--- config.mk ---
export PLATFORM = sky130hd
export DESIGN_NAME = max_seq_ctrl
export DESIGN_NICKNAME = d
export VERILOG_FILES = /design/src/rtl/max_seq_pkg.sv /design/src/rtl/max_seq_cmp.sv /design/src/rtl/max_seq_ctrl.sv
export SDC_FILE = /design/constraint.sdc
export NUM_CORES = 1
export LEC_CHECK = 0
export CAP_MARGIN = 15
export CELL_PAD_IN_SITES_DETAIL_PLACEMENT = 1
export CELL_PAD_IN_SITES_GLOBAL_PLACEMENT = 2
export CORE_ASPECT_RATIO = 1.1
export CORE_MARGIN = 1
export CORE_UTILIZATION = 45
export DETAILED_ROUTE_END_ITERATION = 12
export DONT_BUFFER_PORTS = 1
export GPL_TIMING_DRIVEN = 0
export PLACE_DENSITY = 0.91
export SYNTH_ARGS = -nofsm -noshare
export SYNTH_HDL_FRONTEND = slang
export SYNTH_SLANG_ARGS = --single-unit
--- constraint.sdc ---
create_clock -name iClk -period 4.1 [get_ports iClk]
set_input_delay 0.41 -clock iClk [delete_from_list [all_inputs] [get_ports iClk]]
set_output_delay 0.41 -clock iClk [all_outputs]
set_load 0.05 [all_outputs]
--- src/rtl/max_seq_pkg.sv ---
// Shared register map, control/status bit positions and scan FSM encoding
// for the max_seq_ctrl peripheral.
package max_seq_pkg;

  localparam logic [2:0] ADDR_CTRL   = 3'd0;
  localparam logic [2:0] ADDR_STATUS = 3'd1;
  localparam logic [2:0] ADDR_PUSH   = 3'd2;
  localparam logic [2:0] ADDR_MAX    = 3'd3;
  localparam logic [2:0] ADDR_IDX    = 3'd4;

  localparam int CTRL_START = 0;
  localparam int CTRL_CLEAR = 1;

  localparam int STAT_BUSY      = 0;
  localparam int STAT_DONE      = 1;
  localparam int STAT_ERR_EMPTY = 2;
  localparam int STAT_OVERFLOW  = 3;
  localparam int STAT_COUNT_LSB = 8;
  localparam int STAT_COUNT_W   = 9;

  typedef enum logic [1:0] {
    IDLE = 2'd0,
    SCAN = 2'd1,
    DONE = 2'd2
  } state_e;

  function automatic logic [31:0] pack_status(
    input logic       busy,
    input logic       done,
    input logic       err_empty,
    input logic       overflow,
    input logic [8:0] count
  );
    logic [31:0] s;
    s                                  = 32'd0;
    s[STAT_BUSY]                       = busy;
    s[STAT_DONE]                       = done;
    s[STAT_ERR_EMPTY]                  = err_empty;
    s[STAT_OVERFLOW]                   = overflow;
    s[STAT_COUNT_LSB +: STAT_COUNT_W]  = count;
    return s;
  endfunction

endpackage

--- src/rtl/max_seq_cmp.sv ---
// Candidate-vs-running-max select for the scan datapath; strict greater-than,
// so ties keep the earlier index. Signed compare when MAX_SEQ_CTRL_SIGNED_EN is defined.
module max_seq_cmp #(
  parameter int DATA_W = 8,
  parameter int IDX_W  = 4
) (
  input  logic [DATA_W-1:0] cand,
  input  logic [IDX_W-1:0]  cand_idx,
  input  logic [DATA_W-1:0] cur_max,
  input  logic [IDX_W-1:0]  cur_idx,
  output logic [DATA_W-1:0] sel_max,
  output logic [IDX_W-1:0]  sel_idx
);

  logic take_s;

`ifdef MAX_SEQ_CTRL_SIGNED_EN
  assign take_s = ($signed(cand) > $signed(cur_max));
`else
  assign take_s = (cand > cur_max);
`endif

  // Select the larger operand and its index
  always_comb begin
    if (take_s) begin
      sel_max = cand;
      sel_idx = cand_idx;
    end else begin
      sel_max = cur_max;
      sel_idx = cur_idx;
    end
  end

endmodule

--- src/rtl/max_seq_ctrl.sv ---
// Bus-mapped max-search sequencer: buffers operands, scans one per clock and
// reports max and first index. MAX_SEQ_CTRL_SIGNED_EN selects signed operands.
module max_seq_ctrl
  import max_seq_pkg::*;
#(
  parameter int DATA_W = 8,
  parameter int DEPTH  = 16
) (
  input  logic        iClk,
  input  logic        iReset_n,
  input  logic        iChipselect_n,
  input  logic        iWrite_n,
  input  logic        iRead_n,
  input  logic [2:0]  iAddress,
  input  logic [31:0] iData,
  output logic [31:0] oData
);

  localparam int IDX_W = $clog2(DEPTH);
  localparam int CNT_W = IDX_W + 1;

  localparam logic [CNT_W-1:0]  CNT_ZERO = {CNT_W{1'b0}};
  localparam logic [CNT_W-1:0]  CNT_ONE  = {{(CNT_W-1){1'b0}}, 1'b1};
  localparam logic [CNT_W-1:0]  CNT_FULL = CNT_W'(DEPTH);
  localparam logic [IDX_W-1:0]  IDX_ZERO = {IDX_W{1'b0}};
  localparam logic [DATA_W-1:0] DAT_ZERO = {DATA_W{1'b0}};

  logic              wr_s, rd_s, start_s, clear_s, push_s, push_ok_s;
  logic              unused_s;
  state_e            state_q, state_d;
  logic [CNT_W-1:0]  count_q, count_d, ptr_q, ptr_d;
  logic              busy_q, busy_d, done_q, done_d;
  logic              err_empty_q, err_empty_d, overflow_q, overflow_d;
  logic [DATA_W-1:0] run_max_q, run_max_d, max_r_q, max_r_d, sel_max_s;
  logic [IDX_W-1:0]  run_idx_q, run_idx_d, idx_r_q, idx_r_d, sel_idx_s;
  logic [31:0]       rdata_q, rdata_d, max_ext_s;
  logic [DATA_W-1:0] buf_q [DEPTH];

  assign wr_s      = ~iChipselect_n & ~iWrite_n;
  assign rd_s      = ~iChipselect_n & ~iRead_n;
  assign clear_s   = wr_s & (iAddress == ADDR_CTRL) & iData[CTRL_CLEAR];
  assign start_s   = wr_s & (iAddress == ADDR_CTRL) & iData[CTRL_START] & ~iData[CTRL_CLEAR];
  assign push_s    = wr_s & (iAddress == ADDR_PUSH);
  assign push_ok_s = push_s & ~busy_q & (count_q != CNT_FULL);
  assign unused_s  = ^iData[31:DATA_W];

`ifdef MAX_SEQ_CTRL_SIGNED_EN
  assign max_ext_s = 32'($signed(max_r_q));
`else
  assign max_ext_s = 32'(max_r_q);
`endif

  max_seq_cmp #(
    .DATA_W (DATA_W),
    .IDX_W  (IDX_W)
  ) u_cmp (
    .cand     (buf_q[ptr_q[IDX_W-1:0]]),
    .cand_idx (ptr_q[IDX_W-1:0]),
    .cur_max  (run_max_q),
    .cur_idx  (run_idx_q),
    .sel_max  (sel_max_s),
    .sel_idx  (sel_idx_s)
  );

  // Next-state logic for the scan FSM, flags and operand count
  always_comb begin
    state_d     = state_q;
    count_d     = count_q;
    ptr_d       = ptr_q;
    busy_d      = busy_q;
    done_d      = done_q;
    err_empty_d = err_empty_q;
    overflow_d  = overflow_q;
    run_max_d   = run_max_q;
    run_idx_d   = run_idx_q;
    max_r_d     = max_r_q;
    idx_r_d     = idx_r_q;
    if (clear_s) begin
      state_d     = IDLE;
      count_d     = CNT_ZERO;
      busy_d      = 1'b0;
      done_d      = 1'b0;
      err_empty_d = 1'b0;
      overflow_d  = 1'b0;
    end else begin
      case (state_q)
        IDLE, DONE: begin
          if (start_s) begin
            if (count_q != CNT_ZERO) begin
              state_d     = SCAN;
              busy_d      = 1'b1;
              done_d      = 1'b0;
              err_empty_d = 1'b0;
              run_max_d   = buf_q[IDX_ZERO];
              run_idx_d   = IDX_ZERO;
              ptr_d       = CNT_ONE;
            end else begin
              state_d     = DONE;
              done_d      = 1'b1;
              err_empty_d = 1'b1;
              max_r_d     = DAT_ZERO;
              idx_r_d     = IDX_ZERO;
            end
          end else begin
            state_d = IDLE;
          end
        end
        SCAN: begin
          // ptr reaching count means every element has been folded in
          if (ptr_q == count_q) begin
            state_d = DONE;
            busy_d  = 1'b0;
            done_d  = 1'b1;
            max_r_d = run_max_q;
            idx_r_d = run_idx_q;
          end else begin
            run_max_d = sel_max_s;
            run_idx_d = sel_idx_s;
            ptr_d     = ptr_q + CNT_ONE;
          end
        end
        default: begin
          state_d = IDLE;
          busy_d  = 1'b0;
        end
      endcase
      if (push_s) begin
        if (push_ok_s) begin
          count_d = count_q + CNT_ONE;
        end else begin
          overflow_d = 1'b1;
        end
      end else begin
        overflow_d = overflow_q;
      end
    end
  end

  // Read-data mux; oData holds when no read is strobed
  always_comb begin
    rdata_d = rdata_q;
    if (rd_s) begin
      case (iAddress)
        ADDR_STATUS: rdata_d = pack_status(busy_q, done_q, err_empty_q, overflow_q,
                                           STAT_COUNT_W'(count_q));
        ADDR_MAX:    rdata_d = max_ext_s;
        ADDR_IDX:    rdata_d = 32'(idx_r_q);
        default:     rdata_d = 32'd0;
      endcase
    end else begin
      rdata_d = rdata_q;
    end
  end

  // Control and result registers
  always_ff @(posedge iClk) begin
    if (!iReset_n) begin
      state_q     <= IDLE;
      count_q     <= CNT_ZERO;
      ptr_q       <= CNT_ZERO;
      busy_q      <= 1'b0;
      done_q      <= 1'b0;
      err_empty_q <= 1'b0;
      overflow_q  <= 1'b0;
      run_max_q   <= DAT_ZERO;
      run_idx_q   <= IDX_ZERO;
      max_r_q     <= DAT_ZERO;
      idx_r_q     <= IDX_ZERO;
      rdata_q     <= 32'd0;
    end else begin
      state_q     <= state_d;
      count_q     <= count_d;
      ptr_q       <= ptr_d;
      busy_q      <= busy_d;
      done_q      <= done_d;
      err_empty_q <= err_empty_d;
      overflow_q  <= overflow_d;
      run_max_q   <= run_max_d;
      run_idx_q   <= run_idx_d;
      max_r_q     <= max_r_d;
      idx_r_q     <= idx_r_d;
      rdata_q     <= rdata_d;
    end
  end

  // Operand buffer; contents survive reset and CLEAR
  always_ff @(posedge iClk) begin
    if (push_ok_s) begin
      buf_q[count_q[IDX_W-1:0]] <= iData[DATA_W-1:0];
    end
  end

  assign oData = rdata_q;

endmodule

; ---- Yosys cells after proc, flatten, opt, wreduce, memory -nomap -nowiden
; Memories as Yosys holds them, arrays and structs flattened. A register that Yosys moved wholly into a read port is not among the register bits.
; Cells that the tools add are included.
[totals]
regBits = 72
ram_bits = 128
input_bits = 40
out_inout_bits = 32
wordCells = 100
n_memories = 1
[op_classes]
addsub = 2
order_cmp = 1
eq_ne = 14
n_mux = 39
n_bitwise = 17
reduce_logical = 14
[memory_table]
columns = name, depth, width, rd, rd_ports_with_merged_regs, write_ports, line
row1 = buf_q, 16, 8, 2, 1, 1, max_seq_ctrl.sv:37  ; logic [DATA_W-1:0] buf_q [DEPTH];
[op_table]
columns = operator, n
row1 = $mux 8, 7
row2 = $pmux 13 s3, 1
row3 = $mux 4, 9
row4 = $pmux 8 s2, 2
row5 = $pmux 4 s2, 2
row6 = $mux 5, 3
row7 = $add 5x1->5 const B, 2
row8 = $ne 2x2->1 const B, 5
row9 = $pmux 5 s2, 1
row10 = $reduce_and 5->1, 2
row11 = $and 1x1->1, 9
row12 = $gt 8x8->1, 1
row13 = $mux 1, 8
row14 = $not 1->1, 8
row15 = $eq 3x2->1 const B, 2
row16 = $mux 2, 3
row17 = $reduce_and 2->1, 3
row18 = $reduce_and 3->1, 2
row19 = $reduce_and 6->1, 1
row20 = $eq 5x5->1, 1
row21 = $ne 5x5->1 const B, 1
row22 = $reduce_bool 5->1, 1
row23 = $pmux 1 s2, 2
row24 = $pmux 2 s2, 1
row25 = other kinds (9), 10

; ---- Depth between registers and ports, before layout
; Gate-level depths: netlist (run 1).
[depth]
depth_word = 9
mapped_depth = 16
mapped_depth_nobuf = 11

; ---- Modules after synthesis
; A second synthesis (run 1) with hierarchy kept.
[unflattened]
cells_unflattened = 552
hier_area_um2 = 8059.0
[modules_own_cells]
columns = mod, n_inst, cells_each, area_each_um2, seq_area_each_um2
row1 = max_seq_ctrl, 1, 512, 7646.1, 4984.8
row2 = max_seq_cmp, 1, 40, 412.9, 0.0

; ---- Least setup slack after synthesis (run 1)
; Ideal clock, no wire load.
[synth_path]
kind = flip-flop to flip-flop
startpoint = register with a tool-made name
endpoint = register run_idx_q[1]
setup_ps = 119
arrival_ps = 3235
required_ps = 3981
path_slack_ps = 746
path_stages_with_launch = 17
n_path_buf = 6
synth_period_minus_slack_ps = 3354
cell_sequence = dfxtp_1 > clkbuf_1 > buf_2 > buf_1 > mux4_2 > o22ai_1 > a21oi_1 > ha_1 > a21o_1 > a21oi_1 > o211ai_1 > nor4bb_1 > buf_6 > or2_1 > buf_6 > buf_6 > mux2i_1
[synth_rtl]
columns = item, line
row1 = end signal: assignment, max_seq_ctrl.sv:179  ; run_idx_q <= run_idx_d;
row2 = end: declaration, max_seq_ctrl.sv:35  ; logic [IDX_W-1:0] run_idx_q, run_idx_d, idx_r_q, idx_r_d, sel_idx_s;

==> results of run 1 <==
-- worst min-delay path by stage --
| stage | startpoint | endpoint | slack, ns | cells past startpoint |
|---|---|---|---|---|
| after floorplan | err_empty_q$_SDFFE_PP0P_ | err_empty_q$_SDFFE_PP0P_ | 0.44 | 2 |
| after global placement | err_empty_q$_SDFFE_PP0P_ | err_empty_q$_SDFFE_PP0P_ | 0.46 | 2 |
| after detailed placement | err_empty_q$_SDFFE_PP0P_ | err_empty_q$_SDFFE_PP0P_ | 0.46 | 2 |
| after CTS | iData[3] | buf_q[8][3]$_DFFE_PP_ | 0.05 | 0 |
| after global routing | iData[4] | buf_q[12][4]$_DFFE_PP_ | 0.05 | 0 |
| final | iData[0] | buf_q[1][0]$_DFFE_PP_ | 0.06 | 0 |
-- synthesized netlist by cell type (all sizes together) (2+ instances only) --
cell type and n:
mux4 32, mux2i 20, nand2 27, nand3 35, nor3 3, edfxtp 128, o31ai 12, a21boi 4
nor2 32, o22ai 7, a21oi 25, a211oi 4, ha 13, nand2b 5, dfxtp 57, nor2b 13
or2 5, buf 31, inv 15, xor2 2, clkbuf 22, o21ai 15, o221ai 2, xnor2 9
a22oi 13
-- flip-flops by register name, summed over array words and instances, names as in the netlist, named ones only --
signal	count
buf_q	128
oData	13
max_r_q	8
run_max_q	8
count_q	5
ptr_q	5
idx_r_q	4
run_idx_q	4
state_q	2
busy_q	1
done_q	1
err_empty_q	1
overflow_q	1
-- logic make-up (layout without fill, tap and decap cells) --
group	after synthesis	count (layout)	synth area share, %
and+or+nand+nor	129	129	8.07
AOI/OAI and AO/OA	91	91	7.73
muxes	52	52	11.9
buffers and inverters	68	98	4.77
other	1	19	0.0483
adders and majority gates	13	13	2.09
DFF	185	185	64.2
xor gates and xnor gates	11	11	1.24
-- worst max-delay path, cell delays in order, from the launching register on --
cell,delay (ns)
sky130_fd_sc_hd__dfxtp_1,0.32
sky130_fd_sc_hd__clkbuf_1,0.38
sky130_fd_sc_hd__clkbuf_2,0.38
sky130_fd_sc_hd__mux4_2,0.36
sky130_fd_sc_hd__mux2i_1,0.38
sky130_fd_sc_hd__a21oi_1,0.17
sky130_fd_sc_hd__ha_1,0.32
sky130_fd_sc_hd__nand3_1,0.10
sky130_fd_sc_hd__o21bai_1,0.18
sky130_fd_sc_hd__a21oi_1,0.18
sky130_fd_sc_hd__nor4bb_1,0.31
sky130_fd_sc_hd__buf_6,0.19
sky130_fd_sc_hd__or2_1,0.14
sky130_fd_sc_hd__buf_6,0.11
sky130_fd_sc_hd__buf_6,0.13
sky130_fd_sc_hd__mux2i_1,0.18
-- layer usage --
metal	part of all wire, %	vias to the layer above	global-route usage, %
met5	0	-	0
met4	2.7	0	10.1
met3	4.1	31	4.27
met2	52	142	36.8
met1	41	2319	25.2
li1	-	2105	-
-- final cells by class --
cell class / count / area [um^2]
Multi-Input combinational cell: 315 / 2480
Clock buffer: 17 / 425
Sequential cell: 185 / 4980
Buffer: 51 / 317
Tap cell: 234 / 293
Inverter: 15 / 56.3
Fill cell: 1665 / 8220
Clock inverter: 15 / 175
-- power breakdown --
part,internal (mW),switching (mW)
logic,0.0239,0.0675
registers,1.99,0.00129
clock network,0.821,0.799
total,2.84,0.868
==> results.txt, run 1 <==
The flow ran to the end, and the final reports show no timing, DRC or antenna violations. The die covers 17800 um^2. Clock tree synthesis selected as its root buffer the cell sky130_fd_sc_hd__clkbuf_16. The length in cells of the worst reg-to-reg path came out at 15. The share of the synthesized area in the top cell type is 49.5%. The leading cell type in the layout, fill and taps excluded is sky130_fd_sc_hd__edfxtp_1. The largest net degree at the start of global routing is 21.

Clock-pin slew was measured on the worst setup and hold paths at 0.07 ns. The post-cts gate resize count is 3. Overall power consumption after layout is estimated at 3.70 mW. After detailed routing, the number of vias per cell comes to 5.53. The final routed wirelength across all metal layers is 17600 um. TritonCTS built the clock tree.

The hold violation total from the final report was 0. The layout overhead on the synthesized area came out at 12.4%. The setup TNS came out at 0 ns. Summed over all instances, the cell type with the most area after synthesis is sky130_fd_sc_hd__edfxtp_1. The worst setup path is captured at a register. The detail-routed net length per standard cell is 21.2 um.

The terminus of the critical flop-to-flop path is run_idx_q[2]$_SDFFE_PN0P_. The number of placed cells counting well taps came out at 802. In this run the horizontal extent of the chip is 127 um. The worst path required time is 4.46 ns.

The critical path ends at run_idx_q[2]$_SDFFE_PN0P_. The net count of the finished layout is 638. The number of warnings printed during yosys synthesis is 0. The number of levels the H-tree was split into is 4. The maximum buffer depth of the clock tree came out at 2.

The maximum net fanout on the critical path is 10. The worst path in the final design needs a cycle of 3.91 ns, including I/O delays and setup. The number of diodes is 0.

Across all register-to-register paths, the minimum setup slack is 0.19 ns. VDD sags by at most 0.303 mV. Port buffering added 0 buffers.

The final clock skew is 0.0132 ns. The HPWL after detailed placement is 12800 um. The predominant post-synthesis flop cell is sky130_fd_sc_hd__edfxtp_1. The boundary pin count is 72.

The number of placement rows is 50. The number of max-cap violations came out at 0. Yosys attributes the largest share of cell area to sky130_fd_sc_hd__edfxtp_1 49%, sky130_fd_sc_hd__dfxtp_1 15%, sky130_fd_sc_hd__mux4_2 9.3%. Counting flops with an async set or reset pin after synthesis yields a share of 0%. The worst slew margin relative to its limit came out at 30.2%. The worst setup slack before clock tree synthesis came out at -0.0517 ns. The first global-routing pass estimated 27500 um of wire.

The number of hold buffers added after CTS was 0. The fraction of final layout cells with drive strength greater than 1 is 16.7%. For the worst-skew pair, the clock arrives at the later sink with an insertion delay of 0.44 ns.

After routing the design area is 8730 um^2. The minimum setup slack in the final design came out at 0.191 ns. For the worst setup path, the data arrival time is 4.27 ns.

The count of endpoints failing setup in the final report is 0. After detailed routing, the number of remaining DRC violations is 0. The worst min-delay path class is in2reg. The cell area power density came out at 424 nW/um^2.

The critical path is of the reg2reg type. The detailed router finished its first iteration with 284 violations. The count of nets left with antenna violations after detail routing came out at 0. CTS saw 185 sinks. The die span in y came out at 140 um. The total track usage came out at 21.2%. Setup repair after global routing left no endpoint under its margin. The number of clock buffers inserted by TritonCTS is 17. The register bit total from synthesis came out at 185. After global routing the overflow that remains totals 0. The fmax came out at 256 MHz. The worst hold margin came out at 0.0635 ns. Across all layers, the routed design uses 4597 vias. At the pin with the least slew margin, the transition time is 1.04 ns. The total area inside the core boundary comes to 17000 um^2.

The post-synthesis instance total is 550. The final critical path takes up 95.3% of the cycle. The number of global-route vias before repair came out at 4860. The initial antenna violation count was 0. Summing every instance area after synthesis gives 7770 um^2. The count of cells in the finished layout, fillers not included, comes to 832. The number of library cell types mapped by synthesis came out at 50. The number of iterations in the first detailed-routing pass came out at 4. The final core utilization is 51.5%. The starting density of the core came out at 45.8%. Counting flops with a built-in enable in the synthesized netlist gives 128. The analysis attributes to cell leakage a power of 2.81 nW. The mean instance size in the synthesized netlist is 14.1 um^2. The top cell types in the final layout, fill and taps aside, are 128 x sky130_fd_sc_hd__edfxtp_1, 57 x sky130_fd_sc_hd__dfxtp_1, 35 x sky130_fd_sc_hd__nand3_1. The sequential-to-total area share from yosys stat is 64.2%.

The count of pins over their slew limit is 0. The number of setup buffers added after CTS came out at 0. The routability-driven placement congestion ratio came out at 0.814. The type of element launching the critical path is a register.

The cell area after placement is 8130 um^2.
Note: power is estimated with default switching activity, not from simulation.
==> inputs of run 2 (changes only) <==
--- a/config.mk
+++ b/config.mk
@@ -15,6 +15,7 @@
 export DONT_BUFFER_PORTS = 1
 export GPL_TIMING_DRIVEN = 0
 export PLACE_DENSITY = 0.91
+export RECOVER_POWER = 25
 export SYNTH_ARGS = -nofsm -noshare
 export SYNTH_HDL_FRONTEND = slang
 export SYNTH_SLANG_ARGS = --single-unit
==> results of run 2 <==
Final layout, timing and power as in run 1 (identical DEF).
